[config.mk]
export PLATFORM = sky130hd
export DESIGN_NAME = fibo_stream_gen_flat
export DESIGN_NICKNAME = d
export VERILOG_FILES = /design/src/rtl/fibo_stream_gen_if.sv /design/src/rtl/fibo_stream_gen.sv /design/src/flat_wrapper.sv
export SDC_FILE = /design/constraint.sdc
export NUM_CORES = 1
export LEC_CHECK = 0
export BUFFER_PORTS_ARGS = -buffer_cell sky130_fd_sc_hd__buf_2
export CAP_MARGIN = 5
export CORE_UTILIZATION = 40
export DETAILED_ROUTE_END_ITERATION = 10
export PLACE_DENSITY_LB_ADDON = 0.2
export SLEW_MARGIN = 10
export SYNTH_ARGS = -nofsm -noshare
export SYNTH_HDL_FRONTEND = slang
export SYNTH_SLANG_ARGS = --single-unit
[constraint.sdc]
create_clock -name clk -period 2.5 [get_ports clk]
set_input_delay 0.75 -clock clk [delete_from_list [all_inputs] [get_ports clk]]
set_output_delay 0.75 -clock clk [all_outputs]
set_load 0.005 [all_outputs]
[src/rtl/fibo_stream_gen_if.sv]
// Term stream carried from the Fibonacci-class generator to a consumer.
// The consumer side may apply backpressure through out_ready.
interface fibo_stream_gen_if #(
  parameter int WIDTH = 32,
  parameter int IDX_W = 6
);
  // valid/ready: a term transfers on a clock edge where out_valid && out_ready.
  // While out_valid=1 and out_ready=0, out_data/out_idx/out_ovf/out_last hold,
  // and once raised out_valid stays high until that term transfers.
  logic             out_valid;
  logic             out_ready;
  logic [WIDTH-1:0] out_data;
  logic [IDX_W-1:0] out_idx;
  logic             out_ovf;
  logic             out_last;

  modport master (
    output out_valid, out_data, out_idx, out_ovf, out_last,
    input  out_ready
  );

  modport slave (
    input  out_valid, out_data, out_idx, out_ovf, out_last,
    output out_ready
  );
endinterface

[src/rtl/fibo_stream_gen.sv]
// Two-term additive recurrence generator (Fibonacci, Lucas, custom seeds)
// streaming terms 0..last_n with a sticky wrap flag and a done pulse.
module fibo_stream_gen #(
  parameter int WIDTH = 32,
  parameter int IDX_W = 6
) (
  input  logic               clk,
  input  logic               rst,
  input  logic               start,
  input  logic               abort,
  input  logic [WIDTH-1:0]   seed_a,
  input  logic [WIDTH-1:0]   seed_b,
  input  logic [IDX_W-1:0]   last_n,
  fibo_stream_gen_if.master  stream,
  output logic               busy,
  output logic               done,
  output logic [1:0]         state
);

  localparam logic [1:0] ST_IDLE = 2'd0;
  localparam logic [1:0] ST_RUN  = 2'd1;
  localparam logic [1:0] ST_DONE = 2'd2;

  logic [1:0]       state_q;
  logic [WIDTH-1:0] cur;
  logic [WIDTH-1:0] nxt;
  logic             cur_ovf;
  logic             nxt_ovf;
  logic [IDX_W-1:0] k;
  logic [IDX_W-1:0] last_q;
  logic [WIDTH:0]   sum;
  logic             run;
  logic             fire;
  logic             is_last;

  assign run     = (state_q == ST_RUN);
  assign is_last = (k == last_q);
  assign fire    = run && stream.out_ready;
  assign sum     = {1'b0, cur} + {1'b0, nxt};

  // nxt_ovf is the wrap flag of the pending term; it only ever accumulates,
  // so it also carries any wrap inherited from earlier terms.
  always_ff @(posedge clk or negedge rst) begin
    if (!rst) begin
      state_q <= ST_IDLE;
      cur     <= '0;
      nxt     <= '0;
      cur_ovf <= 1'b0;
      nxt_ovf <= 1'b0;
      k       <= '0;
      last_q  <= '0;
    end else begin
      case (state_q)
        ST_IDLE: begin
          if (start) begin
            cur     <= seed_a;
            nxt     <= seed_b;
            cur_ovf <= 1'b0;
            nxt_ovf <= 1'b0;
            k       <= '0;
            last_q  <= last_n;
            state_q <= ST_RUN;
          end
        end
        ST_RUN: begin
          if (abort) begin
            state_q <= ST_IDLE;
          end else if (fire) begin
            if (is_last) begin
              state_q <= ST_DONE;
            end else begin
              cur     <= nxt;
              cur_ovf <= nxt_ovf;
              nxt     <= sum[WIDTH-1:0];
              nxt_ovf <= nxt_ovf | sum[WIDTH];
              k       <= k + IDX_W'(1);
            end
          end
        end
        ST_DONE: state_q <= ST_IDLE;
        default: state_q <= ST_IDLE;
      endcase
    end
  end

  // Outputs are gated by RUN so that IDLE/DONE (and reset) present all zeros.
  assign stream.out_valid = run;
  assign stream.out_data  = run ? cur : '0;
  assign stream.out_idx   = run ? k : '0;
  assign stream.out_ovf   = run && cur_ovf;
  assign stream.out_last  = run && is_last;
  assign busy             = run;
  assign done             = (state_q == ST_DONE);
  assign state            = state_q;

endmodule

[src/flat_wrapper.sv]
// flat-port wrapper written by rule: the top's interface ports become plain ports
module fibo_stream_gen_flat 
#(
  parameter int WIDTH = 32,
  parameter int IDX_W = 6
)
  (clk, rst, start, abort, seed_a, seed_b, last_n, busy, done, state, stream_out_valid, stream_out_data, stream_out_idx, stream_out_ovf, stream_out_last, stream_out_ready);
  fibo_stream_gen_if #(.WIDTH(WIDTH), .IDX_W(IDX_W)) stream_i ();
  input  logic clk;
  input  logic rst;
  input  logic start;
  input  logic abort;
  input  logic [WIDTH-1:0] seed_a;
  input  logic [WIDTH-1:0] seed_b;
  input  logic [IDX_W-1:0] last_n;
  output logic busy;
  output logic done;
  output logic [1:0] state;
  output wire logic [$bits(stream_i.out_valid)-1:0] stream_out_valid;
  output wire logic [$bits(stream_i.out_data)-1:0] stream_out_data;
  output wire logic [$bits(stream_i.out_idx)-1:0] stream_out_idx;
  output wire logic [$bits(stream_i.out_ovf)-1:0] stream_out_ovf;
  output wire logic [$bits(stream_i.out_last)-1:0] stream_out_last;
  input wire logic [$bits(stream_i.out_ready)-1:0] stream_out_ready;
  assign stream_out_valid = stream_i.out_valid;
  assign stream_out_data = stream_i.out_data;
  assign stream_out_idx = stream_i.out_idx;
  assign stream_out_ovf = stream_i.out_ovf;
  assign stream_out_last = stream_i.out_last;
  assign stream_i.out_ready = stream_out_ready;
  fibo_stream_gen #(.WIDTH(WIDTH), .IDX_W(IDX_W)) u_core (.clk(clk), .rst(rst), .start(start), .abort(abort), .seed_a(seed_a), .seed_b(seed_b), .last_n(last_n), .stream(stream_i), .busy(busy), .done(done), .state(state));
endmodule
==> results.py, run 1 <==
metrics = {
    "status": {
        "status": "finished, final reports clean",
    },
    "floorplan": {
        "pin_count": 120,
        "dieArea_um2": 14440,
        "fp.dieH_um": 120.2,
        "fp-row-count": 42,
        "die_x_um": 120.2,
        "core_region_area_um2": 13450,
        "start_util_pct": 41.52,
    },
    "cells_and_area": {
        "fin_area_um2": 7600,
        "layout.nets": 979,
        "finalNonFillerCells": 1051,
        "drive_gt1_share_pct": 33.37,
        "diodes": 0,
        "finalCoreUtilization_pct": 56.49,
        "area_delta_synth_final_pct": 36.07,
    },
    "cts": {
        "cts_tree": "built",
        "numCtsBuffers": 9,
        "clock_path_buffers": 2,
        "hold_buffers": 0,
        "cts_sinks": 80,
        "clk_pin_slew_ps": 60,
        "root_buffer": "clkbuf_16",
        "insertion_delay_ps": 350,
        "htree_num_levels": 3,
    },
    "timing": {
        "slew_violations": 0,
        "setup-violations-final": 0,
        "grt_setup_unrepaired": "true",
        "worst_slew_pin_slew_ps": 843.9,
        "setup_tns_ps": 0,
        "hold_viol": 0,
        "setup_slack_ps": 30.50,
        "max_freq_ghz": 0.4049,
        "fin_hold_ws_ps": 205.6,
        "slew_headroom_pct": 43.74,
        "skew_ps": 6.763,
        "period_share_pct": 98.78,
        "timing.final.crit_period_ps": 2470,
    },
    "logic_synthesis": {
        "synth_edf_count": 0,
        "avgSynthCellArea_um2": 7.934,
        "ys_types": 49,
        "syn_inst": 704,
        "yosys_warnings": 0,
        "syn-cell-area_um2": 5585,
        "synth_nets": 813,
        "synth-seq-cells": 80,
        "async_reset_ff_share_pct": 100.0,
        "ys_seq_area_share_pct": 35.84,
        "ys.flop_type": "dfrtp_1",
    },
    "setup_path": {
        "reg2reg_from": "u_core.nxt[0]$_DFFE_PN0P_",
        "worstRegToRegCells": 10,
        "crit_path_end_kind": "flop",
        "crit_path_start": "u_core.nxt[0]$_DFFE_PN0P_",
        "required_ps": 2730,
        "crit_fanout": 3,
        "critical_path_arrival_ps": 2700,
        "r2r-end": "u_core.nxt[24]$_DFFE_PN0P_",
        "critPathLaunchType": "flop",
        "r2r_slack_ps": 30,
        "path_class": "reg -> reg",
    },
    "power": {
        "p_leak_nw": 3.521,
        "power_mw": 11.13,
        "power.density_nw_per_um2": 1465,
        "peakVddDrop_v": 0.0005813,
    },
    "route": {
        "detail-route-antenna-nets": 0,
        "vias": 5660,
        "finalWirelength_mm": 16.15,
        "drt_iter0_drc": 243,
        "wl_per_cell_um": 15.37,
        "drtPass1Iterations": 5,
        "vias_per_cell": 5.385,
        "drc": 0,
    },
    "global_route": {
        "grt_pass1_vias": 5606,
        "grt_overflow": 0,
        "grt_pass1_wl_mm": 26.14,
        "grt_usage_pct": 22.66,
        "grt_max_degree": 79,
        "antenna_found_initial": 0,
    },
    "placed_design": {
        "io_buffers": 119,
        "hpwlAfterDp_mm": 11.42,
        "dp_slack_ps": -114.5,
        "placedInstanceArea_um2": 6814,
        "gp_routability_congestion": 0.9123,
        "post-place-cells": 1021,
    },
    "min_path": {
        "hold_path.class": "in -> async",
    },
    "flow_run": {
        "drv_cap": 0,
    },
}
## worst max path at each step
stage / end / slack, ps / depth (start not counted)
finish: u_core.nxt[24]$_DFFE_PN0P_ / 30 / 10
global route: u_core.nxt[29]$_DFFE_PN0P_ / -120 / 9
floorplan: u_core.nxt[24]$_DFFE_PN0P_ / 20 / 11
CTS: u_core.nxt[30]$_DFFE_PN0P_ / 0.6 / 10
detailed placement: u_core.nxt[31]$_DFFE_PN0P_ / -110 / 10
global placement: u_core.nxt[24]$_DFFE_PN0P_ / -30 / 10
## per-layer routing
layer  wire length, um  track usage [%]  part of all wire [%]  up-vias
li1                  -                -                     -     2800
met1              7277            29.51                    45     2697
met2              7888            37.64                    49      144
met3               678            3.184                   4.2       19
met4               306            9.141                   1.9        0
met5                 0                0                     0        -
## logic make-up after synthesis
group | after synthesis | share of synthesized area [%]
XOR/XNOR | 29 | 4.547
flip-flops | 80 | 35.84
adder cells (fa/ha/maj) | 34 | 7.751
AND/OR/NAND/NOR | 308 | 25.13
multiplexers | 10 | 1.926
AO/OA/AOI/OAI | 188 | 20.95
buffers and inverters | 55 | 3.853
## what timing repair did
item	CTS	global route
pin swaps	6	40
buffers inserted	1	13
endpoints found under the setup margin	18	27
hold endpoints to repair	0	0
resized for setup	18	42
## report_power, final
group / total (mW) / switching, mW / internal, mW / leakage (nW)
Combinational: 7.51 / 3.82 / 3.68 / 2.45
Sequential: 2.35 / 0.535 / 1.82 / 0.945
Clock: 1.27 / 0.572 / 0.701 / 0.131
## cell usage in the layout (no fill, tap or decap), types with 16 or more instances in the layout
cell type    n
buf_4       80
nand3_1     16
ha_1        17
nand2_1    124
buf_2      118
a31oi_1     35
dfrtp_1     80
a21oi_1     49
nor2_1      74
and2_1      39
## flip-flops by register name (all words and copies together) (netlist names)
signal and count:
u_core.nxt_ovf 1, u_core.state 2, u_core.last_q 6, u_core.cur 32
u_core.cur_ovf 1, u_core.k 6, u_core.nxt 32
## area by class of cell
cell class	instances	area [um2]
Sequential cell	80	2002
Inverter	6	22.52
Timing Repair Buffer	204	1297
Clock buffer	10	239.0
Fill cell	1268	5853
Clock inverter	6	45.04
Multi-Input combinational cell	569	3774
Tap cell	176	220.2
## Yosys cell counts, drive strengths merged (2+ instances only)
cell    count  share of area [%]
dfrtp      80                 36
inv         6               0.40
buf         5               0.49
a21oi      58                5.3
nor4        2               0.22
nand4      11                1.2
a21o       13                1.7
nor3       13                1.2
mux2i       4               0.72
a31oi      38                4.3
and2       39                4.4
ha         33                7.4
nor2b       6               0.67
o21a        4               0.54
o311ai      2               0.31
mux2        6                1.2
nand2b      3               0.34
nor2       76                5.2
or3         2               0.31
o21ai      34                3.1
and3       11                1.2
nand3      17                1.5
nand2     124                8.3
a211oi     15                2.2
o21bai      7               0.94
o211ai      8                1.1
clkbuf     44                3.0
a31o        2               0.31
xnor2      17                2.7
xor2       12                1.9
o41ai       2               0.45
## worst max-delay path, stage by stage, from the launching register on
cell      delay, ps
dfrtp_1         410
ha_4            190
fa_2            390
a211oi_2        260
o21a_1          170
or3b_4          160
a21oi_2          60
a21o_1          240
a31oi_2         170
mux2i_1         210
nand3_1          90
No activity file was read; power rests on OpenSTA's default activity.
==> run 2, diff against run 1 <==
Settings changed: RECOVER_POWER from default to 100, REMOVE_ABC_BUFFERS from default to 1.
==> run 2 against run 1 <==
The run now ends with setup timing left. Flip-flop and latch count is the same. Wire length rose by 9.7%. Via count up 3.2%. Cell count is 2.9% higher. Fmax decreased by 5.0%. Register-to-register slack worse by 130 ps. Critical path type unchanged.
==> results.py, run 2 (synthesis results as in run 1) <==
metrics = {
    "floorplan": {
        "core_region_area_um2": 13450,
        "start_util_pct": 41.52,
        "die_x_um": 120.2,
        "fp-row-count": 42,
        "dieArea_um2": 14440,
        "pin_count": 120,
        "fp.dieH_um": 120.2,
    },
    "placed_design": {
        "gp_routability_congestion": 0.8538,
        "post-place-cells": 1027,
        "dp_slack_ps": -293.2,
        "hpwlAfterDp_mm": 11.09,
        "io_buffers": 119,
    },
    "cts": {
        "insertion_delay_ps": 360,
        "clock_path_buffers": 2,
        "clk_pin_slew_ps": 60,
        "hold_buffers": 0,
        "cts_sinks": 80,
        "htree_num_levels": 3,
        "numCtsBuffers": 9,
        "root_buffer": "clkbuf_16",
        "cts_tree": "built",
    },
    "cells_and_area": {
        "final_common_cell": "nand2_1",
        "top_regs": "u_core.cur x32, u_core.nxt x32",
        "area_delta_synth_final_pct": 40.21,
        "fillers": 1283,
        "final_cell_mix": "124 x nand2_1, 116 x buf_2, 89 x buf_4, 80 x dfrtp_1, 75 x nor2_1",
        "finalNonFillerCells": 1081,
        "layout.nets": 1010,
        "diodes": 0,
        "drive_gt1_share_pct": 34.36,
    },
    "route": {
        "vias_per_cell": 5.402,
        "detail-route-antenna-nets": 0,
        "vias": 5840,
        "drc": 0,
        "wl_per_cell_um": 16.39,
        "drtPass1Iterations": 5,
        "finalWirelength_mm": 17.72,
        "drt_iter0_drc": 355,
    },
    "timing": {
        "grt_setup_unrepaired": "true",
        "period_share_pct": 103.9,
        "hold_viol": 0,
        "worst_slew_pin_slew_ps": 998.9,
        "fin_hold_ws_ps": 473.8,
        "timing.final.crit_period_ps": 2599,
        "setup_tns_ps": -396.0,
        "setup_slack_ps": -98.56,
        "slew_violations": 0,
        "skew_ps": 6.612,
        "max_freq_ghz": 0.3848,
        "slew_headroom_pct": 33.40,
        "setup-violations-final": 9,
    },
    "setup_path": {
        "crit_path_start": "u_core.cur[0]$_DFFE_PN0P_",
        "critical_path_arrival_ps": 2830,
        "critPathLaunchType": "flop",
        "crit_path_end_kind": "flop",
        "r2r-end": "u_core.nxt[24]$_DFFE_PN0P_",
        "crit_slowest_cell": "dfrtp_1",
        "required_ps": 2730,
        "r2r_slack_ps": -100,
        "reg2reg_from": "u_core.cur[0]$_DFFE_PN0P_",
        "endpoint": "u_core.nxt[24]$_DFFE_PN0P_",
        "path_class": "reg -> reg",
        "worstRegToRegCells": 11,
        "crit_fanout": 3,
        "critPathMaxStageDelay_ps": 410,
        "crit_chain": "ha_4, fa_2, a211oi_4, o21a_1, or3b_4, buf_6, a21oi_2, a21o_1, a31oi_1, mux2i_1, nand3_1",
    },
    "power": {
        "power_mw": 11.50,
        "power.density_nw_per_um2": 1468,
        "p_int_mw": 6.432,
        "p_switching_mw": 5.065,
        "swShare_pct": 44.05,
        "p_comb_share_pct": 68.7,
        "power_frac_seq_pct": 20.2,
        "p_leak_nw": 3.663,
        "peakVddDrop_v": 0.0005232,
        "clockPowerShare_pct": 11.1,
    },
    "global_route": {
        "grt_overflow": 0,
        "antenna_found_initial": 0,
        "grt_usage_pct": 23.53,
        "grt_pass1_wl_mm": 27.01,
        "grt_pass1_vias": 5643,
        "grt_max_degree": 79,
    },
    "status": {
        "violations": "setup timing",
        "status": "finished with violations",
    },
    "min_path": {
        "holdPathStages": 2,
        "hold_path.class": "reg -> reg",
    },
    "flow_run": {
        "drv_cap": 0,
    },
}
-- run 2: power by group through the flow --
| stage | registers, mW | clock network (mW) | logic, mW |
|---|---|---|---|
| after global routing | 2.39 | 1.36 | 8.64 |
| after floorplan | 2.17 | 0 | 4.27 |
| after detailed placement | 2.25 | 0 | 6.45 |
| final | 2.32 | 1.28 | 7.90 |
| after global placement | 2.23 | 0 | 6.35 |
| after CTS | 2.29 | 1.28 | 7.24 |
-- run 2: final cells by class --
cell class / instances / area [um2] / area share (%)
clock inverters: 3 / 17.52 / 0.2237
clock buffers: 12 / 256.5 / 3.275
well taps: 176 / 220.2 / 2.812
multi-input cells: 570 / 3772 / 48.17
inverters: 6 / 27.53 / 0.3515
flip-flops and latches: 80 / 2002 / 25.56
repair buffers: 234 / 1535 / 19.60
-- run 2: worst max-delay path: cells and delay by family, from the launching register on --
family	cells	cell delay, ps
fa+ha+maj	2	570
buf+inv	1	100
compound gates	5	890
flops	1	410
mux	1	250
simple gates	2	250
-- run 2: metal layers --
metal / track usage [%] / share of wire [%] / vias up
met3: 4.848 / 5.5 / 41
met4: 8.984 / 2.3 / 0
met1: 30.25 / 44 / 2774
li1: - / - / 2854
met2: 38.65 / 48 / 171
met5: 0 / 0 / -
-- run 2: timing repair --
item	4_1_cts	5_1_grt
resized for setup	44	32
gates cloned	0	6
pin swaps	30	21
setup buffers	20	15
setup endpoints to repair	19	98
-- run 2: stage by stage --
stage / utilization, % / instance area [um2]
floorplan: - / 5393
global placement: 50.91 / 6849
detailed placement: 50.91 / 6849
CTS: 56.06 / 7542
global route: 58.21 / 7831
finish: 58.21 / 7831
-- run 2: worst min-delay path by stage --
stage | from | slack, ps | end
2_1_floorplan | u_core.cur_ovf$_DFFE_PN0P_ | 430 | u_core.cur_ovf$_DFFE_PN0P_
5_1_grt | u_core.cur_ovf$_DFFE_PN0P_ | 490 | u_core.cur_ovf$_DFFE_PN0P_
6_report | u_core.cur_ovf$_DFFE_PN0P_ | 470 | u_core.cur_ovf$_DFFE_PN0P_
3_5_place_dp | u_core.cur_ovf$_DFFE_PN0P_ | 460 | u_core.cur_ovf$_DFFE_PN0P_
3_3_place_gp | u_core.cur_ovf$_DFFE_PN0P_ | 450 | u_core.cur_ovf$_DFFE_PN0P_
4_1_cts | rst | 390 | u_core.cur[6]$_DFFE_PN0P_
==> run 3, diff against run 2 <==
--- a/config.mk
+++ b/config.mk
@@ -7,2 +7,3 @@
 export LEC_CHECK = 0
+export ABC_AREA = 0
 export BUFFER_PORTS_ARGS = -buffer_cell sky130_fd_sc_hd__buf_2
==> constraint.sdc (replaced) <==
create_clock -name clk -period 2.5 [get_ports clk]
set_input_delay 0.25 -clock clk [delete_from_list [all_inputs] [get_ports clk]]
set_output_delay 0.25 -clock clk [all_outputs]
set_load 0.005 [all_outputs]
==> run 3 against run 2 <==
The flow finishes with violations (capacitance limit, slew limit, setup timing). Sequential share of layout area is 0.41 points higher. Sequential power hardly changed. Combinational power is 2% higher. Setup slack better by 72 ps. Critical path type unchanged. Largest power group unchanged.
==> results.py, run 3 (synthesis results as in run 1) <==
metrics = {
    "route": {
        "vias_per_cell": 5.338,
        "drc": 0,
        "detail-route-antenna-nets": 0,
        "wl_per_cell_um": 15.33,
        "finalWirelength_mm": 16.29,
        "drtPass1Iterations": 4,
        "vias": 5674,
        "drt_iter0_drc": 202,
    },
    "setup_path": {
        "crit_fanout": 3,
        "path_class": "reg -> reg",
        "r2r_slack_ps": -30,
        "required_ps": 2780,
        "critical_path_arrival_ps": 2810,
        "critPathLaunchType": "flop",
        "worst-path-buf-inv": 6,
        "crit_slowest_cell": "dfrtp_1",
        "cp_common_cell": "buf_4",
        "crit_path_end_kind": "flop",
        "critPathMaxStageDelay_ps": 410,
        "crit_chain": "ha_4, buf_4, a21oi_2, o211ai_1, buf_4, buf_4, buf_4, buf_4, buf_4, nand2_2, a211oi_2, nor2_1, xnor2_1, nand2_1, a21oi_2",
        "crit_family": "buffers and inverters",
    },
    "cells_and_area": {
        "area_delta_synth_final_pct": 38.08,
        "final_common_cell": "nand2_1",
        "final_cell_mix": "122 x nand2_1, 118 x buf_2, 85 x buf_4, 79 x dfrtp_1, 74 x nor2_1",
        "finalNonFillerCells": 1063,
        "layout.nets": 991,
        "top_regs": "u_core.cur x32, u_core.nxt x32",
        "drive_gt1_share_pct": 34.42,
        "fin_area_um2": 7712,
    },
    "placed_design": {
        "post-place-cells": 1025,
        "gp_routability_congestion": 0.8547,
        "placedInstanceArea_um2": 6847,
        "hpwlAfterDp_mm": 10.73,
        "io_buffers": 119,
    },
    "power": {
        "peakVddDrop_v": 0.0005799,
        "power.density_nw_per_um2": 1524,
        "p_leak_nw": 3.606,
        "power_mw": 11.75,
    },
    "floorplan": {
        "die_x_um": 120.2,
        "core_region_area_um2": 13450,
        "fp-row-count": 42,
        "fp.dieH_um": 120.2,
        "start_util_pct": 41.52,
        "pin_count": 120,
        "dieArea_um2": 14440,
    },
    "timing": {
        "timing.final.crit_period_ps": 2526,
        "grt_setup_unrepaired": "true",
        "hold_viol": 0,
        "setup_slack_ps": -26.28,
        "setup-violations-final": 2,
        "slew_violations": 81,
        "slew_headroom_pct": -41.27,
        "period_share_pct": 101.1,
        "skew_ps": 11.90,
        "max_freq_ghz": 0.3958,
        "worst_slew_pin_slew_ps": 2119,
    },
    "flow_run": {
        "drv_cap": 1,
    },
    "global_route": {
        "grt_usage_pct": 22.29,
        "grt_pass1_wl_mm": 25.88,
        "grt_overflow": 0,
        "antenna_found_initial": 2,
        "grt_max_degree": 86,
        "grt_pass1_vias": 5436,
    },
    "cts": {
        "cts_tree": "built",
        "root_buffer": "clkbuf_16",
        "insertion_delay_ps": 350,
        "numCtsBuffers": 9,
        "htree_num_levels": 3,
        "cts_sinks": 80,
        "clock_path_buffers": 2,
        "clk_pin_slew_ps": 60,
    },
    "min_path": {
        "hold_path.class": "in -> reg",
    },
    "status": {
        "violations": "capacitance limit, slew limit, setup timing",
        "status": "finished with violations",
    },
}
==> run 3: per-stage QoR <==
step | setup TNS (ps) | hold WS (ps) | utilization, % | setup WS (ps)
3_3_place_gp | -1004 | 437.3 | 50.89 | -185.3
3_5_place_dp | -1766 | 443.3 | 50.89 | -272.5
2_1_floorplan | -182720 | -45.59 | - | -2405
6_report | -33.07 | 80.46 | 57.33 | -26.28
4_1_cts | -45.05 | 74.14 | 54.74 | -23.56
5_1_grt | -2350 | 104.3 | 57.31 | -146.6
==> run 3: repair_timing <==
item,CTS,global route
buffers inserted,12,12
endpoints found under the setup margin,18,15
hold buffers,0,0
resized for setup,24,54
pin swaps,22,27
==> run 3: final timing paths <==
path / from / end / cells past startpoint
max in group asynchronous: rst / u_core.nxt[1]$_DFFE_PN0P_ / 1
min reg2reg: u_core.cur_ovf$_DFFE_PN0P_ / u_core.cur_ovf$_DFFE_PN0P_ / 2
min: abort / u_core.state[1]$_DFFE_PN0P_ / 2
min in group asynchronous: rst / u_core.cur[6]$_DFFE_PN0P_ / 1
max reg2reg: u_core.nxt[9]$_DFFE_PN0P_ / u_core.nxt[16]$_DFFE_PN0P_ / 15
max: u_core.nxt[9]$_DFFE_PN0P_ / u_core.nxt[16]$_DFFE_PN0P_ / 15
==> run 3: final cells by class <==
cell class | instances | area [um2]
multi-input cells | 569 | 3815
flip-flops and latches | 80 | 2003
repair buffers | 216 | 1361
diodes | 1 | 2.502
inverters | 6 | 22.52
clock inverters | 4 | 45.04
clock buffers | 11 | 242.7
well taps | 176 | 220.2
fillers | 1301 | 5741
==> run 3: power by group <==
group	switching [mW]	internal, mW
combinational	4.03	4.05
sequential	0.515	1.82
clock	0.547	0.791
total	5.09	6.66
==> run 3: per-layer routing <==
layer  share of wire (%)  global-route usage [%]
met1                  45                   29.04
met2                  49                   36.64
met3                 4.4                   4.325
met4                 1.9                   7.891
met5               0.074                       0
==> run 3: worst reg2reg max path: cells and delay by family (launching register included) <==
kind	cells	cell delay, ps
buffers and inverters	6	810
and+or+nand+nor	3	290
DFF	1	410
adders and majority gates	1	260
xor gates and xnor gates	1	140
AOI/OAI and AO/OA	4	530
